**src/rtl/fan_ctrl_pkg.sv**
```systemverilog
// Shared types and sizing helpers for the fan tachometer sensor.
package fan_ctrl_pkg;

  typedef enum logic [1:0] {
    IDLE    = 2'd0,
    MEASURE = 2'd1,
    REPORT  = 2'd2
  } tach_state_e;

  localparam int unsigned DEFAULT_ADC_BITWIDTH = 8;

  // One spare bit above the scaled range lets saturation be detected before clipping.
  function automatic int unsigned pulse_cnt_width(input int unsigned adc_bits,
                                                  input int unsigned shift);
    return adc_bits + shift + 1;
  endfunction

endpackage

```
**src/rtl/tach_debounce.sv**
```systemverilog
// Tach input conditioning: 2-flop synchronizer, debounce, and a one-cycle pulse per debounced rising edge.
module tach_debounce #(
  parameter int unsigned DEBOUNCE_CYCLES = 16
) (
  input  logic clk_i,
  input  logic rst_i,
  input  logic tach_i,
  output logic pulse_o
);

  localparam int unsigned CW = (DEBOUNCE_CYCLES > 1) ? $clog2(DEBOUNCE_CYCLES) : 1;

  logic [1:0]    sync_q;
  logic [CW-1:0] stable_cnt_q;
  logic          level_q;
  logic          pulse_q;

  always_ff @(posedge clk_i or posedge rst_i) begin
    if (rst_i) begin
      sync_q       <= '0;
      stable_cnt_q <= '0;
      level_q      <= 1'b0;
      pulse_q      <= 1'b0;
    end else begin
      sync_q  <= {sync_q[0], tach_i};
      pulse_q <= 1'b0;
      if (sync_q[1] != level_q) begin
        if (stable_cnt_q == CW'(DEBOUNCE_CYCLES - 1)) begin
          level_q      <= sync_q[1];
          stable_cnt_q <= '0;
          pulse_q      <= sync_q[1];
        end else begin
          stable_cnt_q <= stable_cnt_q + CW'(1);
        end
      end else begin
        stable_cnt_q <= '0;
      end
    end
  end

  assign pulse_o = pulse_q;

endmodule

```
**src/rtl/fan_tach_sensor.sv**
```systemverilog
// Fan speed sensor: counts debounced tach pulses per gate window and strobes one sample per window.
// Optional macro TACH_AVG_EN: report the average of the current and previous window values.
module fan_tach_sensor
  import fan_ctrl_pkg::*;
#(
  parameter int unsigned ADC_BITWIDTH    = DEFAULT_ADC_BITWIDTH,
  parameter int unsigned GATE_CYCLES     = 1000000,
  parameter int unsigned SCALE_SHIFT     = 0,
  parameter int unsigned DEBOUNCE_CYCLES = 16
) (
  input  logic                    clk_i,
  input  logic                    rst_i,
  input  logic                    enable_i,
  input  logic                    tach_i,
  output logic [ADC_BITWIDTH-1:0] speed_value_o,
  output logic                    sample_valid_o,
  output logic                    sat_o,
  output logic                    stall_o
);

  localparam int unsigned PW = pulse_cnt_width(ADC_BITWIDTH, SCALE_SHIFT);
  localparam int unsigned GW = $clog2(GATE_CYCLES);
  localparam logic [PW-1:0]           PMAX = '1;
  localparam logic [ADC_BITWIDTH-1:0] VMAX = '1;

  tach_state_e             state_q, state_d;
  logic [GW-1:0]           gate_q;
  logic [PW-1:0]           pulse_cnt_q;
  logic                    pulse;
  logic [PW-1:0]           scaled;
  logic                    over;
  logic [ADC_BITWIDTH-1:0] cur_val;

  tach_debounce #(
    .DEBOUNCE_CYCLES(DEBOUNCE_CYCLES)
  ) u_debounce (
    .clk_i  (clk_i),
    .rst_i  (rst_i),
    .tach_i (tach_i),
    .pulse_o(pulse)
  );

  always_ff @(posedge clk_i or posedge rst_i) begin
    if (rst_i) state_q <= IDLE;
    else       state_q <= state_d;
  end

  always_comb begin
    state_d = state_q;
    scaled  = pulse_cnt_q >> SCALE_SHIFT;
    over    = scaled > PW'(VMAX);
    cur_val = over ? VMAX : scaled[ADC_BITWIDTH-1:0];
    case (state_q)
      IDLE:    if (enable_i) state_d = MEASURE;
      MEASURE: begin
        if (!enable_i)                              state_d = IDLE;
        else if (gate_q == GW'(GATE_CYCLES - 1))    state_d = REPORT;
      end
      REPORT:  state_d = enable_i ? MEASURE : IDLE;
      default: state_d = IDLE;
    endcase
  end

  // The final MEASURE cycle still counts into its window; a pulse seen in REPORT seeds the next one.
  always_ff @(posedge clk_i or posedge rst_i) begin
    if (rst_i) begin
      gate_q      <= '0;
      pulse_cnt_q <= '0;
    end else begin
      gate_q <= (state_q == MEASURE && state_d == MEASURE) ? gate_q + GW'(1) : '0;
      if (state_q == MEASURE && state_d != IDLE)
        pulse_cnt_q <= pulse_cnt_q + PW'(pulse && (pulse_cnt_q != PMAX));
      else if (state_q == REPORT && state_d == MEASURE)
        pulse_cnt_q <= PW'(pulse);
      else
        pulse_cnt_q <= '0;
    end
  end

`ifdef TACH_AVG_EN
  logic [ADC_BITWIDTH-1:0] prev_q;
  logic [ADC_BITWIDTH:0]   avg_sum;

  assign avg_sum = {1'b0, cur_val} + {1'b0, prev_q};

  always_ff @(posedge clk_i or posedge rst_i) begin
    if (rst_i) begin
      prev_q         <= '0;
      speed_value_o  <= '0;
      sample_valid_o <= 1'b0;
      sat_o          <= 1'b0;
      stall_o        <= 1'b0;
    end else begin
      sample_valid_o <= (state_q == REPORT);
      if (state_q == REPORT) begin
        prev_q        <= cur_val;
        speed_value_o <= avg_sum[ADC_BITWIDTH:1];
        sat_o         <= over;
        stall_o       <= (pulse_cnt_q == '0);
      end
    end
  end
`else
  always_ff @(posedge clk_i or posedge rst_i) begin
    if (rst_i) begin
      speed_value_o  <= '0;
      sample_valid_o <= 1'b0;
      sat_o          <= 1'b0;
      stall_o        <= 1'b0;
    end else begin
      sample_valid_o <= (state_q == REPORT);
      if (state_q == REPORT) begin
        speed_value_o <= cur_val;
        sat_o         <= over;
        stall_o       <= (pulse_cnt_q == '0);
      end
    end
  end
`endif

endmodule
```
**config.mk**
```make
export PLATFORM = sky130hd
export DESIGN_NAME = fan_tach_sensor
export DESIGN_NICKNAME = d
export VERILOG_FILES = /design/src/rtl/fan_ctrl_pkg.sv /design/src/rtl/tach_debounce.sv /design/src/rtl/fan_tach_sensor.sv
export SDC_FILE = /design/constraint.sdc
export NUM_CORES = 1
export LEC_CHECK = 0
export BUFFER_PORTS_ARGS = -buffer_cell sky130_fd_sc_hd__buf_2
export CORE_MARGIN = 1.5
export CORE_UTILIZATION = 34
export DETAILED_ROUTE_END_ITERATION = 6
export GPL_TIMING_DRIVEN = 0
export PLACE_DENSITY_LB_ADDON = 0.1
export SYNTH_ARGS = -nofsm -noshare
export SYNTH_HDL_FRONTEND = slang
export SYNTH_SLANG_ARGS = --single-unit
```
**constraint.sdc**
```tcl
create_clock -name clk_i -period 1.6 [get_ports clk_i]
set_input_delay 0.32 -clock clk_i [delete_from_list [all_inputs] [get_ports clk_i]]
set_output_delay 0.32 -clock clk_i [all_outputs]
set_load 0.005 [all_outputs]
```
==> results.toml, run 1 <==
[worst_setup_path]
setup.worst_path.start_class = "flip-flop"
end_kind = "flip-flop"
crit_fanout = 5
cp.arrival_ns = 1.86
reg2reg_slack_ns = -0.09
worstPathRequired_ns = 1.77
crit_type = "reg -> reg"

[global_route]
track_usage_pct = 13.8
grt_max_degree = 40
grt_pass1_vias = 1625
grt_pass1_wl_um = 8050
grt.overflow.total = 0
antenna_found_initial = 0

[die]
fp.dieW_um = 85.3
rows = 29
die_h_um = 85.3
die_area_mm2 = 0.00727
io_pins = 15
core-area_mm2 = 0.00646
initial_core_util_pct = 35.6

[pwr]
p_per_area_mw_per_mm2 = 704
power_mw = 2.12
power_leakage_nw = 1.24
vdd_ir_drop_max_v = 0.000440

[layout]
num_antenna_cells = 0
final_area_mm2 = 0.00301
post-route-util_pct = 46.6
drive_above_1_share_pct = 39.5
fin_nets = 283
area_growth_pct = 30.6

[yosys]
synth.distinct_cells = 40
ys.flop_type = "dfrtp_1"
yosys_warnings = 0
netlist_area_mm2 = 0.00230
synthTopCellsByCount = "50 x dfrtp_1, 29 x nor2_1, 17 x nand2_1"
yosysMostFrequentCell = "dfrtp_1"
synth_edf_count = 0
synth.area.top_cells = "dfrtp_1 54%, nor2_1 4.7%, o21ai_0 3.5%"
netlist.top_cell.by_area = "dfrtp_1"
synth_seq_cells = 50
ys_seq_area_share_pct = 54.3
syn_nets = 232
async_flop_share_pct = 100
avgSynthCellArea_um2 = 10.3
synthesis.instances = 224
synth_top_area_share_pct = 54.3

[cts]
cts_root_buffer = "clkbuf_8"
clk_latency_ns = 0.30
path_clk_slew_ns = 0.10
cts_tree = "yes"
cts_made_buffers = 5
cts_max_path_buffers = 2
cts.sinks = 50
h-tree-depth = 2

[sta]
relSlewSlack_pct = 67.4
fmax_mhz = 593
fin_tns_setup_ns = -0.290
hold_viol = 0
clock_skew_ns = 0.0114
fin_crit_ns = 1.69
final.setup.worst_slack_ns = -0.0866
slew_violations = 0
hold_slack_ns = 0.124
worstMarginPinSlew_ns = 0.489
rsz0062_at_grt = "yes"
timing.final.crit_share_pct = 105
setup_viol = 6

[placed_design]
routabilityCongestion = 0.734
io_buffer_count = 14
placed_area_mm2 = 0.00253
dpl.hpwl_um = 2980

[routing]
drtPass1Iterations = 6
drc = 2
wire_per_inst_um = 13.9
ant_nets = 0
dr.first_iter.drc_count = 74
routed_wl_um = 4910
routed_via_density = 5.10
via_count = 1801

[flow_run]
drv_cap = 0

[run_status]
violations = "DRC, setup timing"
status = "complete, but fails checks"

[hold_path]
hold_class = "in -> reg"
[cell usage in the layout (no fill, tap or decap), types with 8 or more instances in the layout]
cell,count
buf_4,24
nand4_1,8
dfrtp_1,35
o21ai_0,16
nor2_1,19
nand3_1,11
nor2_2,8
nand2_1,16
buf_2,14
xor2_1,9
dfrtp_2,15
[flip-flops by register name, summed over array words and instances (netlist names)]
signal,cells
pulse_cnt_q,9
u_debounce.sync_q,2
gate_q,20
stall_o,1
sample_valid_o,1
u_debounce.pulse_o,1
sat_o,1
state_q,2
u_debounce.stable_cnt_q,4
u_debounce.level_q,1
speed_value_o,8
[logic make-up after synthesis]
kind of cell	after synthesis	synth area share [%]
and+or+nand+nor	99	23.5
DFF	50	54.3
AOI/OAI and AO/OA	37	9.73
xor gates and xnor gates	17	6.47
buffers and inverters	15	2.83
adders and majority gates	4	2.17
muxes	2	0.978
[report_power, final]
part,switching [mW],total (mW),internal [mW]
Clock,0.427,0.735,0.308
Combinational,0.0586,0.0970,0.0383
Sequential,0.0104,1.28,1.27
[worst paths after layout]
check / startpoint / to / depth (start not counted)
worst min-delay path: tach_i / u_debounce.sync_q[0] / 1
worst max-delay path: pulse_cnt_q[4] / pulse_cnt_q[4] / 8
worst max register to register: pulse_cnt_q[4] / pulse_cnt_q[4] / 8
min in group asynchronous: rst_i / gate_q[3] / 3
max in group asynchronous: rst_i / gate_q[2] / 4
worst min register to register: u_debounce.sync_q[0] / u_debounce.sync_q[1] / 0
[per-stage QoR]
step | setup slack (ns) | cells
after global placement | -0.706 | 315
after global routing | -0.157 | 353
final | -0.0866 | 353
after detailed placement | -0.235 | 316
after floorplan | -0.00213 | 224
after CTS | -0.0831 | 339
[what timing repair did]
action,in CTS,in global routing
hold buffers,1,0
endpoints found under the hold margin,11,0
cloned,0,1
pin swaps,7,17
setup buffers,14,14
setup endpoints to repair,26,33
resized for setup,19,40
[final cells by class]
cell class                      count  area (um2)
Inverter                            8        30.0
Clock inverter                      3        21.3
Tap cell                           77        96.3
Timing Repair Buffer               45         337
Multi-Input combinational cell    159        1150
Clock buffer                        5        68.8
Sequential cell                    50        1270
Buffer                              6        35.0
Fill cell                         636        3450
[worst max-delay path, cell delays in order (launching register included)]
cell and delay (ns):
dfrtp_2 0.38, nand4_1 0.15, o31a_1 0.31, ha_4 0.19, ha_4 0.16, nand3_4 0.09, buf_4 0.12, xnor2_2 0.10
nor2_1 0.05
[per-layer routing]
metal | global-route usage, % | vias up | wire [um] | share of wire [%]
met5 | 0 | - | 0 | 0
met4 | 3.37 | 0 | 46 | 0.94
met3 | 3.11 | 4 | 185 | 3.8
met2 | 21.6 | 30 | 2420 | 49
met1 | 19.4 | 878 | 2260 | 46
li1 | - | 889 | - | -
(Power assumes the default switching activity.)
==> inputs of run 2 (changes only) <==
Settings changed: BUFFER_PORTS_ARGS -buffer_cell sky130_fd_sc_hd__buf_2 to -buffer_cell sky130_fd_sc_hd__clkbuf_2.
==> results.toml, run 2 (synthesis gave the netlist of run 1 again) <==
[run_status]
status = "complete, but fails checks"
violations = "DRC, setup timing"

[worst_setup_path]
end_kind = "flip-flop"
cp_slowest_stage_delay_ns = 0.42
reg2reg_slack_ns = -0.09
cp_num_cells = 7
setup.worst_path.start_class = "flip-flop"
r2r_end = "pulse_cnt_q[8]"
crit_fanout = 5
rr_startpoint = "pulse_cnt_q[4]"
cp_top_family = "simple AND/OR/NAND/NOR gates"
worstPathRequired_ns = 1.84
r2r_cells = 7
path_buf_inv = 0
crit_type = "reg -> reg"
cpMostUsedCell = "ha_4"
cp.arrival_ns = 1.92
crit_slowest_cell = "dfrtp_2"
crit_chain = "nand4_1 > o31a_1 > ha_4 > ha_4 > nand3_4 > or3_1 > a21oi_1"

[sta]
hold_viol = 0
worstMarginPinSlew_ns = 0.517
fmax_mhz = 593
fin_crit_ns = 1.69
setup_viol = 4
relSlewSlack_pct = 65.6
slew_violations = 0
rsz0062_at_grt = "yes"
timing.final.crit_share_pct = 105
final.setup.worst_slack_ns = -0.0864
clock_skew_ns = 0.0131

[layout]
fin_nets = 275
drive_above_1_share_pct = 38.1
regMostFlops = "gate_q"
final_cell_mix = "38 x dfrtp_1, 19 x nor2_1, 17 x buf_4"
fillers = 623
area_growth_pct = 30.3
final_area_mm2 = 0.00300
num_antenna_cells = 0
largest_reg_flops = 20
reg_top3 = "gate_q (20), pulse_cnt_q (9), speed_value_o (8)"
layout_commonest_cell = "dfrtp_1"

[die]
die_h_um = 85.3
die_area_mm2 = 0.00727
core-area_mm2 = 0.00646
fp.dieW_um = 85.3
rows = 29
initial_core_util_pct = 35.6
io_pins = 15

[hold_path]
hold_end = "u_debounce.sync_q[0]"
hp-start = "tach_i"
min_path_cells = 1
hold_class = "in -> reg"

[cts]
cts.sinks = 50
cts_root_buffer = "clkbuf_8"
clk_latency_ns = 0.31
cts_tree = "yes"
cts_made_buffers = 5
path_clk_slew_ns = 0.10
h-tree-depth = 2
cts_max_path_buffers = 2

[placed_design]
routabilityCongestion = 0.753
placed_area_mm2 = 0.00253
io_buffer_count = 14
dpl.hpwl_um = 2950

[global_route]
grt_pass1_wl_um = 7750
grt_max_degree = 41
grt.overflow.total = 0
antenna_found_initial = 0
track_usage_pct = 13.3
grt_pass1_vias = 1639

[routing]
drc = 2
wire_per_inst_um = 13.6
via_count = 1721
routed_wl_um = 4700
dr.first_iter.drc_count = 59
ant_nets = 0
routed_via_density = 4.99
drtPass1Iterations = 6

[pwr]
p_per_area_mw_per_mm2 = 770
power_mw = 2.31
power_leakage_nw = 1.21
vdd_ir_drop_max_v = 0.000365

[flow_run]
drv_cap = 0
run 2: how the worst max path moves through the flow:
stage | start | end | slack, ns
after floorplan | pulse_cnt_q[2] | pulse_cnt_q[6] | -0.002
after global placement | rst_i | speed_value_o[6] | -0.69
after detailed placement | gate_q[0] | gate_q[7] | -0.24
after CTS | pulse_cnt_q[4] | pulse_cnt_q[8] | -0.09
after global routing | pulse_cnt_q[4] | pulse_cnt_q[6] | -0.16
final | pulse_cnt_q[4] | pulse_cnt_q[8] | -0.09
run 2: cell type report:
class | count | area (um2) | area share, %
buffer | 7 | 50.0 | 1.67
tap | 77 | 96.3 | 3.21
sequential | 50 | 1270 | 42.2
inverter | 8 | 30.0 | 1.00
clock inverter | 3 | 47.5 | 1.59
clock buffer | 5 | 68.8 | 2.29
timing repair buffer | 36 | 262 | 8.72
multi-input combinational | 159 | 1180 | 39.3
run 2: stage by stage:
step / instances / worst slack, ns / util [%] / setup TNS, ns / hold WS, ns
after floorplan: 224 / -0.00213 / - / -0.00413 / 0.331
after global placement: 315 / -0.687 / 38.8 / -37.82 / 0.332
after detailed placement: 316 / -0.241 / 39.1 / -3.62 / 0.260
after CTS: 336 / -0.0885 / 43.3 / -0.208 / 0.0944
after global routing: 345 / -0.161 / 46.4 / -2.01 / 0.0935
final: 345 / -0.0864 / 46.4 / -0.210 / 0.107
run 2: power by group:
group          total [mW]  switching, mW  internal (mW)
registers            1.29         0.0104           1.27
logic              0.0965         0.0589         0.0376
clock network       0.928          0.453          0.475
run 2: metal layers:
layer / vias to the layer above / track usage, % / routed length, um
met3: 4 / 2.82 / 103
met1: 831 / 17.5 / 2230
met2: 14 / 22.2 / 2320
met5: - / 0 / 0
li1: 872 / - / -
met4: 0 / 3.96 / 51
run 2: timing repair:
| item | in CTS | in global routing |
|---|---|---|
| gates cloned | 0 | 1 |
| pin swaps | 4 | 16 |
| endpoints found under the setup margin | 26 | 34 |
| endpoints found under the hold margin | 10 | 0 |
| setup buffers | 11 | 8 |
| hold buffers | 1 | 0 |
| gates resized for setup | 15 | 45 |
==> inputs of run 3 (changes only) <==
Settings changed: PLACE_DENSITY from default to 0.56, PLACE_DENSITY_LB_ADDON 0.1 to default.
Clock period 1.6 ns to 1.5 ns, I/O delays scaled along.
==> results.toml, run 3 (synthesis gave the netlist of run 1 again) <==
[pwr]
power_mw = 2.46
vdd_ir_drop_max_v = 0.000553
power_leakage_nw = 1.27
p_per_area_mw_per_mm2 = 802

[flow_run]
drv_cap = 0

[cts]
cts_root_buffer = "clkbuf_8"
hold_buffers = 0
cts_max_path_buffers = 2
h-tree-depth = 2
path_clk_slew_ns = 0.10
cts.sinks = 50
cts_made_buffers = 5
cts_tree = "yes"
clk_latency_ns = 0.31

[run_status]
status = "complete, but fails checks"
violations = "DRC, setup timing"

[die]
initial_core_util_pct = 35.6
core-area_mm2 = 0.00646
rows = 29
fp.dieW_um = 85.3
die_area_mm2 = 0.00727
io_pins = 15
die_h_um = 85.3

[worst_setup_path]
worstPathRequired_ns = 1.74
crit_fanout = 5
reg2reg_slack_ns = -0.20
r2r_end = "pulse_cnt_q[8]"
cp_slowest_stage_delay_ns = 0.42
crit_slowest_cell = "dfrtp_2"
setup.worst_path.start_class = "flip-flop"
cp.arrival_ns = 1.94
crit_chain = "nand4_1 > o31a_1 > ha_4 > ha_4 > nand3_4 > or3_4 > a21oi_2"
end_kind = "flip-flop"
r2r_cells = 7
crit_type = "reg -> reg"
cpMostUsedCell = "ha_4"
rr_startpoint = "pulse_cnt_q[5]"

[global_route]
track_usage_pct = 14.2
grt_pass1_vias = 1801
antenna_found_initial = 0
grt_max_degree = 51
grt.overflow.total = 0
grt_pass1_wl_um = 8260

[layout]
largest_reg_flops = 20
fin_nets = 283
post-route-util_pct = 47.5
layout.cells.non_filler = 353
layout_commonest_cell = "dfrtp_1"
area_growth_pct = 33.3
reg_top3 = "gate_q (20), pulse_cnt_q (9), speed_value_o (8)"
regMostFlops = "gate_q"
num_antenna_cells = 0
final_area_mm2 = 0.00307
drive_above_1_share_pct = 42.0
final_cell_mix = "34 x dfrtp_1, 26 x buf_4, 22 x nor2_1"

[routing]
wire_per_inst_um = 13.5
routed_via_density = 5.10
drtPass1Iterations = 6
dr.first_iter.drc_count = 43
routed_wl_um = 4780
via_count = 1800
drc = 5
ant_nets = 0

[placed_design]
placed_area_mm2 = 0.00253
io_buffer_count = 14
dpl.hpwl_um = 2870
pre_cts_ws_ns = -0.257
dp_cells = 315
routabilityCongestion = 0.772

[hold_path]
hold_end = "u_debounce.sync_q[0]"
min_path_cells = 1
hp-start = "tach_i"
hold_class = "in -> reg"

[sta]
slew_violations = 0
final.setup.worst_slack_ns = -0.198
fin_crit_ns = 1.70
rsz0062_at_grt = "yes"
clock_skew_ns = 0.00981
worstMarginPinSlew_ns = 1.07
timing.final.crit_share_pct = 113
relSlewSlack_pct = 28.5
fmax_mhz = 589
fin_tns_setup_ns = -2.28
setup_viol = 24
hold_slack_ns = 0.0854
hold_viol = 0
==> run 3: cell count changes in the layout (fill, tap and decap cells not counted), moves of 2 or more <==
cell / delta
dfrtp_1: -4
buf_6: +2
dfrtp_2: +4
nor2_1: +3
buf_4: +9
nor2_4: -4
==> run 3: per-layer routing <==
layer	part of all wire, %	track usage [%]	wire (um)
met2	49	24.1	2350
met5	0	0	0
met4	0.86	3.96	41
met3	2.9	2.92	138
met1	47	18.6	2250
==> run 3: worst max-delay path by stage <==
stage	depth (start not counted)	startpoint	endpoint	slack [ns]
CTS	7	pulse_cnt_q[4]	pulse_cnt_q[8]	-0.20
global route	7	pulse_cnt_q[6]	pulse_cnt_q[8]	-0.28
finish	7	pulse_cnt_q[5]	pulse_cnt_q[8]	-0.20
global placement	7	pulse_cnt_q[4]	pulse_cnt_q[8]	-0.24
floorplan	8	pulse_cnt_q[2]	pulse_cnt_q[6]	-0.10
detailed placement	7	pulse_cnt_q[4]	pulse_cnt_q[8]	-0.26
==> run 3: report_power, final <==
part           leakage (nW)  internal, mW  switching [mW]  total [mW]
Sequential            0.662          1.36          0.0126        1.37
Combinational         0.547        0.0348          0.0589      0.0937
Clock                0.0591         0.509           0.486       0.996
Total                  1.27          1.90           0.558        2.46
==> run 3: area by class of cell <==
type / instances / area, um2
timing repair buffer: 45 / 330
clock buffer: 5 / 68.8
fill: 590 / 3390
multi-input combinational: 159 / 1180
sequential: 50 / 1270
tap: 77 / 96.3
buffer: 6 / 45.0
clock inverter: 3 / 47.5
inverter: 8 / 33.8
==> run 3: timing repair <==
action | CTS | global route
gates resized for setup | 35 | 22
pin swaps | 18 | 11
setup buffers | 25 | 6
setup endpoints to repair | 30 | 31
cloned | 1 | 0
==> run 3: worst max-delay path, delay by kind of cell (launching register included) <==
family | cells | cell delay, ns
compound gates | 2 | 0.31
fa+ha+maj | 2 | 0.31
flops | 1 | 0.42
simple gates | 3 | 0.59
